**src/rtl/decode_issue.sv**
```systemverilog
// rtl/decode_issue.sv - instruction decode, 4-entry register file and ALU issue stage with forwarding
module decode_issue #(
    parameter int               DATA_W  = 8,
    parameter logic [DATA_W-1:0] RST_VAL = '0
) (
    input  logic              Clk,
    input  logic              Rst,
    input  logic              InstrValid,
    input  logic [DATA_W-1:0] InstrByte,
    output logic              InstrReady,
    output logic [DATA_W-1:0] InReg1,
    output logic [DATA_W-1:0] InReg2,
    output logic [2:0]        CtrlSig,
    output logic              Flag,
    output logic              IssueValid,
    input  logic [DATA_W-1:0] AluResult,
    output logic              IllegalOp,
    output logic              Halted,
    input  logic [1:0]        DbgIdx,
    output logic [DATA_W-1:0] DbgData
);

    typedef enum logic [1:0] {
        ST_DECODE = 2'd0,
        ST_IMM    = 2'd1,
        ST_HALTED = 2'd2
    } state_t;

    state_t            state_q;
    logic [DATA_W-1:0] rf_q [4];
    logic [DATA_W-1:0] in_reg1_q, in_reg2_q;
    logic [2:0]        ctrl_q;
    logic              flag_q;
    logic              issue_valid_q;
    logic              illegal_q;
    logic              halted_q;
    logic [1:0]        wb_rd_q;
    logic [1:0]        ldi_rd_q;

    logic              accept;
    logic [2:0]        op;
    logic [1:0]        rd, rs;
    logic              is_alu, is_ldi, is_halt;
    logic [DATA_W-1:0] src_a_d, src_b_d;

    assign InstrReady = (state_q != ST_HALTED);
    assign accept     = InstrValid && InstrReady;

    assign op      = InstrByte[7:5];
    assign rd      = InstrByte[3:2];
    assign rs      = InstrByte[1:0];
    assign is_alu  = (op == 3'b000) || (op == 3'b011) || (op == 3'b100);
    assign is_ldi  = (op == 3'b001);
    assign is_halt = (op == 3'b111);

    // Operands bypass the register file when the in-flight result targets them.
    always_comb begin
        src_a_d = rf_q[rd];
        src_b_d = rf_q[rs];
        if (issue_valid_q && (rd == wb_rd_q)) src_a_d = AluResult;
        if (issue_valid_q && (rs == wb_rd_q)) src_b_d = AluResult;
    end

    always_ff @(posedge Clk or posedge Rst) begin
        if (Rst) begin
            state_q       <= ST_DECODE;
            for (int i = 0; i < 4; i++) rf_q[i] <= RST_VAL;
            in_reg1_q     <= '0;
            in_reg2_q     <= '0;
            ctrl_q        <= '0;
            flag_q        <= 1'b0;
            issue_valid_q <= 1'b0;
            illegal_q     <= 1'b0;
            halted_q      <= 1'b0;
            wb_rd_q       <= '0;
            ldi_rd_q      <= '0;
        end else begin
            issue_valid_q <= 1'b0;
            illegal_q     <= 1'b0;

            if (issue_valid_q) rf_q[wb_rd_q] <= AluResult;

            case (state_q)
                ST_DECODE: begin
                    if (accept) begin
                        if (is_alu) begin
                            issue_valid_q <= 1'b1;
                            in_reg1_q     <= src_a_d;
                            in_reg2_q     <= src_b_d;
                            ctrl_q        <= op;
                            flag_q        <= InstrByte[4];
                            wb_rd_q       <= rd;
                        end else if (is_ldi) begin
                            ldi_rd_q <= rd;
                            state_q  <= ST_IMM;
                        end else if (is_halt) begin
                            halted_q <= 1'b1;
                            state_q  <= ST_HALTED;
                        end else begin
                            illegal_q <= 1'b1;
                        end
                    end
                end
                ST_IMM: begin
                    // Placed after the writeback so the immediate wins on a shared index.
                    if (accept) begin
                        rf_q[ldi_rd_q] <= InstrByte;
                        state_q        <= ST_DECODE;
                    end
                end
                default: state_q <= ST_HALTED;
            endcase
        end
    end

    assign InReg1     = in_reg1_q;
    assign InReg2     = in_reg2_q;
    assign CtrlSig    = ctrl_q;
    assign Flag       = flag_q;
    assign IssueValid = issue_valid_q;
    assign IllegalOp  = illegal_q;
    assign Halted     = halted_q;
    assign DbgData    = rf_q[DbgIdx];

endmodule

```
**config.mk**
```make
export PLATFORM = sky130hd
export DESIGN_NAME = decode_issue
export DESIGN_NICKNAME = d
export VERILOG_FILES = /design/src/rtl/decode_issue.sv
export SDC_FILE = /design/constraint.sdc
export NUM_CORES = 1
export LEC_CHECK = 0
export ABC_AREA = 1
export BUFFER_PORTS_ARGS = -buffer_cell sky130_fd_sc_hd__buf_2
export CAP_MARGIN = 20
export CORE_ASPECT_RATIO = 1.2
export CORE_MARGIN = 2
export CORE_UTILIZATION = 50
export DETAILED_ROUTE_END_ITERATION = 6
export PLACE_DENSITY_LB_ADDON = 0.25
export SKIP_LAST_GASP = 1
export SLEW_MARGIN = 20
export SYNTH_ARGS = -nofsm -noshare
export SYNTH_HDL_FRONTEND = slang
export SYNTH_SLANG_ARGS = --single-unit
```
**constraint.sdc**
```tcl
create_clock -name Clk -period 4.3 [get_ports Clk]
set_input_delay 0 -clock Clk [delete_from_list [all_inputs] [get_ports Clk]]
set_output_delay 0 -clock Clk [all_outputs]
set_load 0.01 [all_outputs]
```
==> qor.yml <==
synth_area_um2: 3900
nNetsFinal: 643
p_leak_nw: 2.54
drive_gt1_share_pct: 18.7
antennaDiodeCount: 0
grt_pass1_vias: 3731
min_path_cells: 3
power_per_cell_area_nw_per_um2: 281
clock_path_buffers: 2
p_switching_mw: 0.346
yosysWarnings: 0
grt_pass1_wl_um: 19100
fin_ws_ps: 2520
io_buffers: 52
rr_endpoint: "CtrlSig[2]$_DFFE_PP0P_"
final_max_slew_viol_count: 0
clock_skew_ps: 8.19
hold_viol: 0
place_ws_ps: 2520
syn2layout_area_growth_pct: 13.0
crit_arrival_ps: 2040
htreeDepth: 3
wirelength_um: 11500
fp.dieH_um: 101
maxCapViolCount: 0
drt_iter0_drc: 513
antenna_found_initial: 0
synthCells: 573
io_pins: 53
grt_max_degree: 62
r2r_cells: 6
core_area_um2: 7620
yosys_register_bits: 61
setup_viol: 0
clock_power_share_pct: 42.9
slew_headroom_pct: 40.6
root_buffer: "clkbuf_8"
cts_sinks: 61
detailed_place_hpwl_um: 7700
grt_use_total_pct: 28.7
vias_per_cell: 5.61
min_from: "InstrByte[1]"
synth_fp_nets: 594
synth_top_area_share_pct: 39.1
cts_made_buffers: 9
vias: 4032
grt_overflow: 0
post_cts_buffers: 0
die_area_um2: 8530
synth_seq_area_share_pct: 39.1
initial_core_util_pct: 51.2
cts_resized: 0
avgSynthCellArea_um2: 6.81
worst_setup_path_start_kind: "flip-flop"
cp_max_fo: 24
cp-end-kind: "flip-flop"
chipWidth_um: 84.7
drt_pass1_iterations: 5
crit_required_ps: 4550
clk_pin_slew_worst_paths_ps: 70
critical_path_class: "reg -> reg"
worst_pin_slew_ps: 887
detail_route.wl_per_cell_um: 16.0
core.rowCount: 35
reg2reg_from: "state_q[1]$_DFFE_PP0P_"
p_sw_share_pct: 27.9
rsz0062_at_grt: "false"
worst_hold_slack_ps: 39.1
hold_class: "in -> reg"
ff2ff_setup_slack_ps: 2520
clock.fmax_mhz: 560
finalCriticalPeriod_ps: 1780
min_period_over_period_pct: 41.5
nFillCells: 738
ir_drop_mv: 0.211
pwr-share-seq_pct: 46.3
power.internal_mw: 0.892
synth_area_leader_cell: "dfrtp_1"
gp_congestion: 0.905
clkLatencyLatePin_ps: 360
ys_types: 27
ant_nets: 0
final.setup.tns_ps: 0
tritoncts: "built"
hold_end: "rf_q[25]$_DFF_PP0_"
drc: 0
status: "finished clean"
synthTopCellsByArea: "dfrtp_1 39%, nand2_1 19%, nand3_1 6.7%"
comb_power_share_pct: 10.8
## final cells by class
cell class,count,area [µm²],area share (%)
clock buffer,12,145,3.29
inverter,48,185,4.20
clock inverter,4,47.5,1.08
sequential,61,1530,34.6
timing repair buffer,62,358,8.11
multi-input combinational,440,2030,46.1
tap,92,115,2.61
## cell usage in the layout, fill, tap and decap left out, drive strengths merged
cell,synthesis,final
a21oi,14,14
buf,20,53
bufinv,0,1
clkbuf,4,12
clkinv,0,2
clkinvlp,0,1
dfrtp,61,61
dlygate4sd3,0,9
inv,48,48
nand2,209,209
nand3,56,56
nand3b,1,1
nand4,16,16
nor2,73,73
nor3,3,3
o21ai,60,60
o22ai,8,8
## power groups by stage
stage	clock network [mW]	registers [mW]	logic, mW
floorplan	0	0.585	0.0797
detailed placement	0	0.585	0.124
finish	0.531	0.573	0.134
CTS	0.532	0.573	0.131
global placement	0	0.585	0.121
global route	0.563	0.573	0.147
## stage by stage
stage,power [mW],cell area [µm²],utilization (%),std cells
after floorplan,0.664,3900,-,573
after global placement,0.705,4130,54.2,694
after detailed placement,0.709,4130,54.2,694
after CTS,1.24,4410,57.9,719
after global routing,1.28,4410,57.9,719
final,1.24,4410,57.9,719
## sequential cells by signal (all words and copies together) (netlist names), 2 cells and up
register  count
ldi_rd_q      2
rf_q         32
InReg2        8
wb_rd_q       2
CtrlSig       3
state_q       2
InReg1        8
## kinds of logic (layout without fill, tap and decap cells)
kind of cell           Yosys count  count (layout)  share of synthesized area, %
DFF                             61              61                          39.1
buffers and inverters           72             126                          8.78
and+or+nand+nor                358             358                          39.6
AOI/OAI and AO/OA               82              82                          12.5
## routing by layer
| metal | GRT usage [%] | routed length [µm] | up-vias |
|---|---|---|---|
| met5 | 0 | 0 | - |
| met4 | 12.1 | 310 | 0 |
| met3 | 6.06 | 853 | 35 |
| met2 | 45.4 | 5420 | 193 |
| met1 | 38.2 | 4940 | 1862 |
| li1 | - | - | 1942 |
## cells in the mapped netlist
master	instances
nand2_1	201
nor2_1	66
dfrtp_1	61
nand3_1	52
o21ai_0	50
inv_1	38
nand4_1	16
a21oi_2	14
buf_2	9
inv_2	8
o22ai_1	8
nand2_2	7
nor2_2	6
o21ai_1	6
buf_4	5
buf_6	5
clkbuf_1	4
nand3_2	4
o21ai_2	4
inv_4	2
buf_1	1
nand2_4	1
nand3b_1	1
nor2_4	1
nor3_1	1
nor3_2	1
nor3_4	1
## worst max-delay path, cell delays in order, from the launching register on
cell,delay [ps]
dfrtp_1,420
nor2_2,190
nand2_1,120
nor2_4,460
inv_2,290
nand2_1,140
o21ai_2,50
## what timing repair did
| item | in CTS | in global routing |
|---|---|---|
| endpoints found under the hold margin | 83 | 0 |
| hold buffers | 9 | 0 |
| setup endpoints to repair | 0 | 0 |
## worst max-delay path by stage
stage | startpoint | end | slack (ps) | depth (start not counted)
final | state_q[1]$_DFFE_PP0P_ | CtrlSig[2]$_DFFE_PP0P_ | 2520 | 6
after global routing | state_q[1]$_DFFE_PP0P_ | InReg1[7]$_DFFE_PP0P_ | 2360 | 6
after CTS | state_q[1]$_DFFE_PP0P_ | CtrlSig[2]$_DFFE_PP0P_ | 2510 | 6
after detailed placement | state_q[1]$_DFFE_PP0P_ | CtrlSig[2]$_DFFE_PP0P_ | 2520 | 6
after global placement | state_q[1]$_DFFE_PP0P_ | CtrlSig[2]$_DFFE_PP0P_ | 2590 | 6
after floorplan | Rst | CtrlSig[0]$_DFFE_PP0P_ | 2790 | 1
(Power assumes the default switching activity.)
